`src/rtl/saradc_seq.sv`:
```
// saradc_seq: multi-channel successive-approximation sequencer for the SAR front-end.
// Scans enabled channels round-robin, averages 2^avg_log2 conversions per result
// and removes a calibrated comparator offset with saturation to the code range.
module saradc_seq #(
    parameter  int RES        = 10,
    parameter  int NCH        = 4,
    parameter  int SAMPLE_CYC = 4,
    localparam int CW         = (NCH > 1) ? $clog2(NCH) : 1
) (
    input  logic           clk,
    input  logic           rstn,
    input  logic           en,
    input  logic           cal,
    input  logic [NCH-1:0] ch_mask,
    input  logic [1:0]     avg_log2,
    input  logic           cmp_i,
    output logic           sample_o,
    output logic           cal_o,
    output logic [CW-1:0]  ch_sel,
    output logic [RES-1:0] dac_code,
    output logic [RES-1:0] result,
    output logic [CW-1:0]  result_ch,
    output logic           valid,
    output logic           cal_done,
    output logic [RES:0]   offset,
    output logic           busy
);

    typedef enum logic [2:0] {IDLE, SAMPLE, CONV, ACC, DONE} state_t;

    localparam int BW = (RES > 1) ? $clog2(RES) : 1;
    localparam int SW = $clog2(SAMPLE_CYC + 1);
    localparam int AW = RES + 3;
    localparam logic [RES:0]   MID  = {2'b01, {(RES - 1){1'b0}}};
    localparam logic [RES-1:0] FULL = '1;

    state_t          state;
    logic [BW-1:0]   bit_idx;
    logic            phase;      // 0 = set trial bit, 1 = decide
    logic [SW-1:0]   samp_cnt;
    logic [AW-1:0]   acc;
    logic [3:0]      cnt;
    logic [1:0]      avg_q;
    logic            is_cal;

    logic [RES-1:0]  avg;
    logic [RES:0]    offset_new;
    logic [RES+1:0]  diff;
    logic [RES-1:0]  corrected;
    logic            cnt_last;
    logic            start;
    logic [CW-1:0]   start_ch;

    // Lowest-numbered enabled channel.
    function automatic logic [CW-1:0] lowest(input logic [NCH-1:0] m);
        lowest = '0;
        for (int i = NCH - 1; i >= 0; i--)
            if (m[i]) lowest = CW'(i);
    endfunction

    // Next enabled channel above cur, wrapping to the lowest one.
    function automatic logic [CW-1:0] next_ch(input logic [NCH-1:0] m, input logic [CW-1:0] cur);
        logic found;
        next_ch = lowest(m);
        found   = 1'b0;
        for (int i = 0; i < NCH; i++)
            if (!found && m[i] && i > int'(cur)) begin
                next_ch = CW'(i);
                found   = 1'b1;
            end
    endfunction

    assign avg        = RES'(acc >> avg_q);
    assign offset_new = {1'b0, avg} - MID;
    assign diff       = {2'b00, avg} - {offset[RES], offset};
    assign cnt_last   = ((cnt + 4'd1) == (4'd1 << avg_q));
    assign start      = en && (cal || (|ch_mask)) && (state == IDLE || state == DONE);
    assign start_ch   = (state == IDLE) ? lowest(ch_mask) : next_ch(ch_mask, ch_sel);

    // Offset-corrected average clamped to [0, 2^RES-1].
    always_comb begin
        // NOTE: assign a default first so every path drives the signal; no latch is inferred.
        corrected = diff[RES-1:0];
        if (diff[RES+1])
            corrected = '0;
        else if (diff[RES])
            corrected = FULL;
    end

    // Sequencer FSM with all outputs registered.
    always_ff @(posedge clk or negedge rstn) begin
        if (!rstn) begin
            state     <= IDLE;
            bit_idx   <= '0;
            phase     <= 1'b0;
            samp_cnt  <= '0;
            acc       <= '0;
            cnt       <= '0;
            avg_q     <= '0;
            is_cal    <= 1'b0;
            sample_o  <= 1'b0;
            cal_o     <= 1'b0;
            ch_sel    <= '0;
            dac_code  <= '0;
            result    <= '0;
            result_ch <= '0;
            valid     <= 1'b0;
            cal_done  <= 1'b0;
            offset    <= '0;
            busy      <= 1'b0;
        end else begin
            // NOTE: non-blocking assignments everywhere here, so every branch reads pre-edge state.
            valid    <= 1'b0;
            cal_done <= 1'b0;
            if (state != IDLE && !en) begin
                state    <= IDLE;
                busy     <= 1'b0;
                sample_o <= 1'b0;
                cal_o    <= 1'b0;
                dac_code <= '0;
            end else begin
                case (state)
                    IDLE: ;
                    SAMPLE: begin
                        if (samp_cnt == SW'(SAMPLE_CYC - 1)) begin
                            state    <= CONV;
                            sample_o <= 1'b0;
                            bit_idx  <= BW'(RES - 1);
                            phase    <= 1'b0;
                        end else begin
                            samp_cnt <= samp_cnt + 1'b1;
                        end
                    end
                    CONV: begin
                        if (!phase) begin
                            dac_code[bit_idx] <= 1'b1;
                            phase             <= 1'b1;
                        end else begin
                            if (!cmp_i) dac_code[bit_idx] <= 1'b0;
                            phase <= 1'b0;
                            if (bit_idx == '0) state <= ACC;
                            else               bit_idx <= bit_idx - 1'b1;
                        end
                    end
                    ACC: begin
                        acc      <= acc + AW'(dac_code);
                        cnt      <= cnt + 4'd1;
                        dac_code <= '0;
                        if (cnt_last) begin
                            state <= DONE;
                        end else begin
                            state    <= SAMPLE;
                            sample_o <= 1'b1;
                            samp_cnt <= '0;
                        end
                    end
                    DONE: begin
                        if (is_cal) begin
                            offset   <= offset_new;
                            cal_done <= 1'b1;
                        end else begin
                            result    <= corrected;
                            result_ch <= ch_sel;
                            valid     <= 1'b1;
                        end
                        state <= IDLE;
                        busy  <= 1'b0;
                        cal_o <= 1'b0;
                    end
                    default: state <= IDLE;
                endcase
                // Group start from IDLE, or straight from DONE; overrides the DONE exit above.
                if (start) begin
                    state    <= SAMPLE;
                    busy     <= 1'b1;
                    sample_o <= 1'b1;
                    samp_cnt <= '0;
                    acc      <= '0;
                    cnt      <= '0;
                    avg_q    <= avg_log2;
                    is_cal   <= cal;
                    cal_o    <= cal;
                    if (!cal) ch_sel <= start_ch;
                end
            end
        end
    end

endmodule
```
`config.mk`:
```
export PLATFORM = sky130hd
export DESIGN_NAME = saradc_seq
export DESIGN_NICKNAME = d
export VERILOG_FILES = /design/src/rtl/saradc_seq.sv
export SDC_FILE = /design/constraint.sdc
export NUM_CORES = 1
export LEC_CHECK = 0
export CORE_ASPECT_RATIO = 1.5
export CORE_UTILIZATION = 23
export CTS_BUF_LIST = sky130_fd_sc_hd__clkbuf_8
export DETAILED_ROUTE_END_ITERATION = 16
export GPL_TIMING_DRIVEN = 0
export PLACE_DENSITY_LB_ADDON = 0.3
export SYNTH_ARGS = -nofsm -noshare
export SYNTH_HDL_FRONTEND = slang
export SYNTH_SLANG_ARGS = --single-unit
```
`constraint.sdc`:
```
create_clock -name clk -period 2.6 [get_ports clk]
set_input_delay 0.52 -clock clk [delete_from_list [all_inputs] [get_ports clk]]
set_output_delay 0.52 -clock clk [all_outputs]
set_load 0.03 [all_outputs]
```
Word level (Yosys, flattened, before mapping)
Index checks and enable logic that the tools add are counted.
- logic and storage cells: 144
- output and inout port bits: 40
- bits of input ports: 11
- flip-flop bits (word level): 71
- order comparisons: 5
- bitwise operators: 6
- reduce and logical (&&, ||, !) cells: 35
- eq/ne operators: 17
- add/sub/neg operators: 6
- muxes and demuxes: 55
- shift-type cells: 2
- operators by type and width (cell ; count):
    $mux 10 ; 5
    $mux 3 ; 9
    $mux 13 ; 2
    $mux 4 ; 5
    $ne 4x4->1 const B ; 5
    $pmux 10 s2 ; 1
    $mux 1 ; 19
    $mux 2 ; 8
    $reduce_and 3->1 ; 5
    $add 13x10->13 ; 1
    $shr 13x2->10 ; 1
    $pmux 3 s4 ; 1
    $reduce_bool 3->1 ; 4
    $sub 11x11->12 ; 1
    $sub 10x10->11 const B ; 1
    $and 10x10->10 ; 1
    $not 10->10 ; 1
    $or 10x10->10 ; 1
    $eq 3x2->1 const B ; 3
    $logic_and 1x1->1 ; 9
    $pmux 4 s2 ; 1
    $reduce_and 4->1 ; 2
    $ne 2x2->1 const B ; 3
    $ne 3x3->1 const B ; 2
    25 further kinds ; 35

Logic depth before layout (Yosys ltp)
Gate-level depths: netlist of the first run.
- depth after elaboration: 12
- mapped depth: 13
- gate-level depth less buffers: 11

Worst setup path after synthesis of the first run
OpenSTA, ideal clock, no wires.
- path type: reg2reg
- start point: register avg_q[1]
- end point: register result[0]
- setup time: 0.079 ns
- arrival: 2.709 ns
- data required time: 2.521 ns
- path slack: -0.188 ns
- buffers on the path: 3
- cell stages (with the launch flop): 12
- clock period less this slack: 2.788 ns
- cells stage by stage: dfrtp_1 -> clkbuf_8 -> buf_2 -> mux4_2 -> ha_1 -> buf_2 -> a21o_1 -> a21oi_1 -> mux2_2 -> a31oi_1 -> nand3_1 -> o21ai_1
- cells in the longest elaborated chain, start to end: 4
- ends and longest elaborated chain (what ; RTL line ; source):
    start: declaration ; 43 ; logic [1:0] avg_q;
    start signal: assignment ; 180 ; avg_q <= avg_log2;
    $shr 13x2->10 * ; 73 ; assign avg = RES'(acc >> avg_q);
    named net avg[8] ; 46 ; logic [RES-1:0] avg;
    $sub 11x11->12 * ; 75 ; assign diff = {2'b00, avg} - {offset[RES], offset};
    $mux 10 ; 86 ; else if (diff[RES])
    $mux 10 * ; 84 ; if (diff[RES+1])
    end signal: assignment ; 162 ; result <= corrected;
    end: declaration ; 21 ; output logic [RES-1:0] result,
The timed path passes the listed nets; every way through them passes the cells marked *.
A chain may end at the register's enable or synchronous reset.

Worst setup path after layout of the first run
- start point: register avg_q[1]
- end point: register result[9]
- cells in the longest elaborated chain, start to end: 4
- ends and longest elaborated chain (what ; RTL line):
    $shr 13x2->10 * ; 73
    $sub 11x11->12 * ; 75
    $mux 10 ; 86
    $mux 10 * ; 84
Mark *: on every way between the ends. The rest lies on a longest branch, timed or not.

==> flow_metrics.py, run 1 <==
metrics = {
    "outcome": {
        "status": "complete, but fails checks",
        "violations": "negative setup slack",
    },
    "detailed_routing": {
        "post_drt_wl_per_cell_um": 14.0,
        "drc": 0,
        "dr.first_iter.drc_count": 142,
        "dr.pass1.iters": 4,
        "ant_nets": 0,
        "viasPerCell": 4.63,
        "vias": 4061,
        "postRouteWirelength_mm": 12.3,
    },
    "synthesis": {
        "synth_compound_area_frac": 0.189,
        "yosys_warnings": 0,
        "synth_top_family_by_area": "simple AND/OR/NAND/NOR gates",
        "synth_top_area_cell": "dfrtp_1",
        "synth-simple-area-share": 0.216,
        "synth_area_um2": 4620,
        "synthFlopType": "dfrtp_1",
        "synthAdderAreaFrac": 0.0872,
        "synth_mux_area_frac": 0.0561,
        "synth_top_area_frac": 0.379,
        "ys_seq_area_frac": 0.379,
        "ys_types": 69,
        "synth_seq_cells": 70,
        "synth-xor-area-share": 0.0284,
        "synthTopCellsByArea": "dfrtp_1 (38%), ha_1 (7.9%), nand2_1 (5.6%)",
        "synth_edf_count": 0,
        "synthCells": 524,
        "synth_nets": 566,
        "async_reset_ff_frac": 1.00,
        "yosysMostFrequentCell": "dfrtp_1",
        "synth_area_per_cell_um2": 8.81,
        "synthTopCellsByCount": "dfrtp_1 (70), nand2_1 (69), nor2_1 (42)",
    },
    "die": {
        "die-height_um": 176,
        "chipWidth_um": 118,
        "core_area_um2": 19700,
        "rows": 63,
        "initial_core_util": 0.234,
        "num_io_pins": 51,
        "die-area_um2": 20700,
    },
    "clocking": {
        "clkSinkCount": 70,
        "numCtsBuffers": 9,
        "cts-htree-levels": 3,
        "cts-root-buf": "clkbuf_8",
        "clk_pin_slew_ns": 0.08,
        "clock_latency_ns": 0.36,
        "cts_tree": "done",
        "clockBufferDepth": 2,
    },
    "critical_path": {
        "cp_top_family": "simple AND/OR/NAND/NOR gates",
        "worstPathRequired_ns": 2.87,
        "cp_max_fo": 5,
        "startpoint_type": "flip-flop",
        "end_kind": "flip-flop",
        "worst_path_largest_cell_delay_ns": 0.57,
        "worst_ep_arrival_time_ns": 2.97,
        "slowest_stage": "or4_4",
        "critPathKind": "reg -> reg",
        "cp_num_buf_inv": 1,
        "path_cells": "buf_8 > mux2_2 > a21oi_4 > ha_4 > fa_2 > nand2b_4 > a211oi_4 > or4_4 > nand3_4 > nor2_2 > a211oi_2",
    },
    "run": {
        "drv_cap": 0,
    },
    "layout": {
        "stdcell_area_um2": 6210,
        "multi_input_area_um2": 2960,
        "fin_cells": 877,
        "layout-drive-gt1-share": 0.185,
        "fin_util": 0.315,
        "seqCellArea_um2": 1750,
        "diodes": 0,
        "syn2layout_area_growth_pct": 34.4,
        "layout.nets": 655,
        "num-fill-cells": 2103,
    },
    "global_routing": {
        "grt_antenna_before_repair": 0,
        "grt_pass1_wl_mm": 20.7,
        "grt_pass1_vias": 4205,
        "grt_overflow": 0,
        "grt_max_degree": 57,
        "track_usage": 0.127,
    },
    "pwr": {
        "ir_worst_vdd_uv": 234,
        "total_power_mw": 3.98,
        "p_clk_frac": 0.223,
        "switching_share": 0.388,
        "p_leak_nw": 2.78,
        "seqPwrFrac": 0.358,
        "comb_power_share": 0.419,
        "p_int_mw": 2.44,
        "p_switching_mw": 1.54,
        "power_density_nw_per_um2": 641,
    },
    "placement": {
        "dp_cells": 835,
        "gp_congestion": 0.808,
        "dpl.hpwl_mm": 9.15,
        "dpl_cell_area_um2": 5500,
        "io_buffers": 50,
    },
    "timing": {
        "slew_headroom": 0.465,
        "period_share": 1.04,
        "max_freq_mhz": 370,
        "clock_skew_ns": 0.0108,
        "rsz0062_at_grt": "yes",
        "worst_pin_slew_ns": 0.799,
        "worst_slack_ns": -0.103,
        "final_hold_viol_count": 0,
        "layout_min_cycle_time_ns": 2.70,
        "slew_viol_final": 0,
        "setup_viol": 11,
    },
    "min_path": {
        "holdCritPathClass": "in -> async",
    },
}
[cells in the final DEF (no fill, tap or decap), types with 4 or more instances in the layout]
master,count
dfrtp_1,70
nand2_1,69
clkdlybuf4s50_1,49
nor2_1,37
o21ai_0,34
a21oi_1,34
buf_4,28
nand3_1,27
inv_1,26
ha_1,22
o21ai_1,12
clkbuf_8,11
mux2i_1,11
nand2b_1,11
xnor2_1,9
nor2_2,8
a21o_1,8
clkbuf_1,6
xor2_1,6
o211ai_1,6
ha_4,6
mux2i_2,5
o21bai_1,5
nand3b_1,5
nor2b_1,5
buf_2,4
nor3_1,4
a21oi_2,4
nand3_4,4
[power groups by stage]
stage / combinational [mW] / sequential [mW] / clock [mW]
after floorplan: 0.903 / 1.56 / 0
after global placement: 1.50 / 1.45 / 0
after detailed placement: 1.51 / 1.45 / 0
after CTS: 1.66 / 1.43 / 0.923
after global routing: 1.84 / 1.46 / 0.958
final: 1.67 / 1.42 / 0.887
[layer usage]
layer,global-route usage,up-vias,wire length [um]
met5,0,-,0
met4,0.0550,0,251
met3,0.0214,16,301
met2,0.239,51,6590
met1,0.137,1944,5150
li1,-,2050,-
[logic make-up after synthesis]
kind of cell	Yosys count
flip-flops	70
AND/OR/NAND/NOR	200
adder cells (fa/ha/maj)	31
XOR/XNOR	15
multiplexers	23
buffers and inverters	44
AO/OA/AOI/OAI	141
[path summary, 6_finish.rpt]
check	startpoint	to	slack [ns]	cells past startpoint
min in group clk	samp_cnt[0]$_DFFE_PN0P_	samp_cnt[0]$_DFFE_PN0P_	0.48	1
worst min-delay path	rstn	offset[0]$_DFFE_PN0P_	0.01	1
worst max-delay path	avg_q[1]$_DFFE_PN0P_	result[9]$_DFFE_PN0P_	-0.10	11
worst max register to register	avg_q[1]$_DFFE_PN0P_	result[9]$_DFFE_PN0P_	-0.10	11
max in group asynchronous	rstn	result_ch[0]$_DFFE_PN0P_	2.02	2
worst min register to register	samp_cnt[0]$_DFFE_PN0P_	samp_cnt[0]$_DFFE_PN0P_	0.48	1
[registers in the layout (all words and copies together) (netlist names), 2 cells and up]
register and flops:
acc 13, dac_code 10, offset 10, result 10, bit_idx 4, cnt 4
samp_cnt 3, state 3, avg_q 2, ch_sel 2, result_ch 2
[layout make-up]
class | count | area share
Sequential cell | 70 | 0.282
Timing Repair Buffer | 78 | 0.123
Buffer | 17 | 0.0208
Clock inverter | 5 | 0.00826
Inverter | 25 | 0.0151
Multi-Input combinational cell | 412 | 0.477
Clock buffer | 10 | 0.0222
Tap cell | 260 | 0.0524
[repair_timing]
item,in CTS,in global routing
setup buffers,24,2
gates resized for setup,42,15
hold buffers,0,0
setup endpoints to repair,10,13
pin swaps,22,5
cloned,3,0
[through the flow]
step                worst slack [ns]  setup TNS (ns)  hold slack [ns]
global placement               -1.70         -122.98            0.471
floorplan                    0.00517               0            0.224
detailed placement            -0.409           -5.34            0.403
CTS                           -0.102          -0.597          0.00826
global route                  -0.260           -2.15           0.0132
finish                        -0.103          -0.537           0.0137
(Power assumes the default switching activity.)
==> run 2, diff against run 1 <==
--- a/config.mk
+++ b/config.mk
@@ -10,7 +10,7 @@
 export CTS_BUF_LIST = sky130_fd_sc_hd__clkbuf_8
 export DETAILED_ROUTE_END_ITERATION = 16
 export GPL_TIMING_DRIVEN = 0
-export PLACE_DENSITY_LB_ADDON = 0.3
+export PLACE_DENSITY = 0.51
 export SYNTH_ARGS = -nofsm -noshare
 export SYNTH_HDL_FRONTEND = slang
 export SYNTH_SLANG_ARGS = --single-unit
==> constraint.sdc (replaced) <==
create_clock -name clk -period 2.94 [get_ports clk]
set_input_delay 0.588 -clock clk [delete_from_list [all_inputs] [get_ports clk]]
set_output_delay 0.588 -clock clk [all_outputs]
set_load 0.03 [all_outputs]
==> run 2 against run 1 <==
Effect of this change: the flow now finishes without violations; non-clock buffer count down 21; utilization fell by 1.5 points; critical path depth shrank 1; first-iteration DRC count down 0.70%; wire length decreased by 1.0%; sequential share of layout area grew 1.4 points; total power decreased by 7.8%; global-route usage fell by 0.66 points; count of clock-buffer cells in the layout is the same; clock skew is 0.0019 ns higher; largest cell class unchanged.
==> flow_metrics.py, run 2 (synthesis results as in run 1) <==
metrics = {
    "layout": {
        "syn2layout_area_growth_pct": 28.0,
        "diodes": 0,
        "layout.nets": 634,
        "layout_common_cells": "dfrtp_1 (70), nand2_1 (69), clkdlybuf4s50_1 (49)",
        "final_common_cell": "dfrtp_1",
        "fin_util": 0.300,
        "largest_reg_flops": 13,
        "layout-drive-gt1-share": 0.121,
        "regMostFlops": "acc",
        "fin_cells": 857,
    },
    "clocking": {
        "cts-root-buf": "clkbuf_8",
        "clk_pin_slew_ns": 0.08,
        "clockBufferDepth": 2,
        "cts_tree": "done",
        "cts_hold_buf": 0,
        "clkSinkCount": 70,
        "clock_latency_ns": 0.36,
        "cts-htree-levels": 3,
        "numCtsBuffers": 9,
    },
    "pwr": {
        "switching_share": 0.365,
        "ir_worst_vdd_uv": 188,
        "p_int_mw": 2.33,
        "p_leak_nw": 2.69,
        "power_density_nw_per_um2": 621,
        "comb_power_share": 0.365,
        "p_switching_mw": 1.34,
        "p_clk_frac": 0.292,
        "seqPwrFrac": 0.344,
    },
    "critical_path": {
        "critPathKind": "reg -> reg",
        "cp_max_fo": 9,
        "r2r_cells": 10,
        "worst_ep_arrival_time_ns": 3.07,
        "worstPathRequired_ns": 3.22,
        "startpoint_type": "flip-flop",
        "end_kind": "flip-flop",
    },
    "die": {
        "rows": 63,
        "core_area_um2": 19700,
        "die-height_um": 176,
        "die-area_um2": 20700,
        "num_io_pins": 51,
        "initial_core_util": 0.234,
        "chipWidth_um": 118,
    },
    "outcome": {
        "status": "finished, final reports clean",
    },
    "global_routing": {
        "track_usage": 0.120,
        "grt_pass1_wl_mm": 19.7,
        "grt_overflow": 0,
        "grt_pass1_vias": 3840,
        "grt_max_degree": 54,
        "grt_antenna_before_repair": 0,
    },
    "timing": {
        "final_hold_viol_count": 0,
        "slew_headroom": 0.443,
        "max_freq_mhz": 358,
        "slew_viol_final": 0,
        "whs_ns": 0.103,
        "setup_viol": 0,
        "rsz0062_at_grt": "no",
        "layout_min_cycle_time_ns": 2.79,
        "worst_pin_slew_ns": 0.833,
        "period_share": 0.950,
        "clock_skew_ns": 0.0127,
        "fin_tns_setup_ns": 0,
    },
    "run": {
        "drv_cap": 0,
    },
    "detailed_routing": {
        "vias": 3868,
        "routedLengthMet1_mm": 5.04,
        "wl_met2_mm": 6.68,
        "ant_nets": 0,
        "dr.first_iter.drc_count": 141,
        "highest_layer": "met4",
        "postRouteWirelength_mm": 12.2,
        "drc": 0,
        "routed-wl-met3_um": 240,
        "viasPerCell": 4.51,
        "dr.pass1.iters": 6,
        "post_drt_wl_per_cell_um": 14.2,
    },
    "placement": {
        "gp_congestion": 0.782,
        "io_buffers": 50,
        "dp_cells": 835,
        "dpl.hpwl_mm": 9.24,
    },
    "min_path": {
        "holdCritPathClass": "in -> async",
    },
}
[run 2: changes by cell type in the layout (fill, tap and decap cells not counted), sizes merged]
cell / previous run / this run
buf: 39 / 17
clkbuf: 17 / 18
clkinv: 2 / 1
bufinv: 1 / 4
inv: 26 / 25
[run 2: path summary, 6_finish.rpt]
path	end	from	slack [ns]
setup / recovery	result[8]$_DFFE_PN0P_	avg_q[0]$_DFFE_PN0P_	0.15
hold / removal	cal_done$_DFF_PN0_	rstn	0.10
setup reg to reg	result[8]$_DFFE_PN0P_	avg_q[0]$_DFFE_PN0P_	0.15
hold reg to reg	samp_cnt[0]$_DFFE_PN0P_	samp_cnt[0]$_DFFE_PN0P_	0.48
max in group asynchronous	ch_sel[0]$_DFFE_PN0P_	rstn	2.29
min in group clk	samp_cnt[0]$_DFFE_PN0P_	samp_cnt[0]$_DFFE_PN0P_	0.48
[run 2: through the flow]
stage	instance area, um^2	power [mW]	setup slack [ns]
after detailed placement	5470	2.60	-0.222
final	5910	3.67	0.147
after global routing	5910	3.91	0.00177
after CTS	5790	3.70	0.0240
after global placement	5440	2.59	-1.46
after floorplan	4620	2.16	0.152
[run 2: worst max-delay path, cell delays in order (launching register included)]
cell     delay, ns
dfrtp_1       0.35
buf_6         0.14
mux4_2        0.51
ha_1          0.28
buf_2         0.17
a21o_1        0.20
a21oi_4       0.13
mux2_2        0.37
a31oi_4       0.24
nand3_2       0.16
o21ai_1       0.16
[run 2: cell type report]
cell class,instances,area [um^2]
inverter,25,93.8
timing repair buffer,56,563
tap,260,325
multi-input combinational,412,2790
clock buffer,10,138
fill,2117,13800
sequential,70,1750
clock inverter,6,133
buffer,18,121
[run 2: power by group through the flow]
stage | clock network (mW) | logic, mW | registers (mW)
2_1_floorplan | 0 | 0.782 | 1.38
3_3_place_gp | 0 | 1.31 | 1.28
3_5_place_dp | 0 | 1.32 | 1.28
4_1_cts | 1.10 | 1.33 | 1.27
5_1_grt | 1.13 | 1.49 | 1.29
6_report | 1.07 | 1.34 | 1.26
[run 2: repair_timing]
action,CTS,global route
cloned,1,1
pin swaps,1,7
resized for setup,10,18
setup buffers,0,5
endpoints found under the setup margin,10,10
[run 2: metal layers]
metal / GRT usage / vias to the layer above
met1: 0.132 / 1812
met3: 0.0172 / 14
li1: - / 2000
met2: 0.230 / 42
met4: 0.0454 / 0
met5: 0 / -
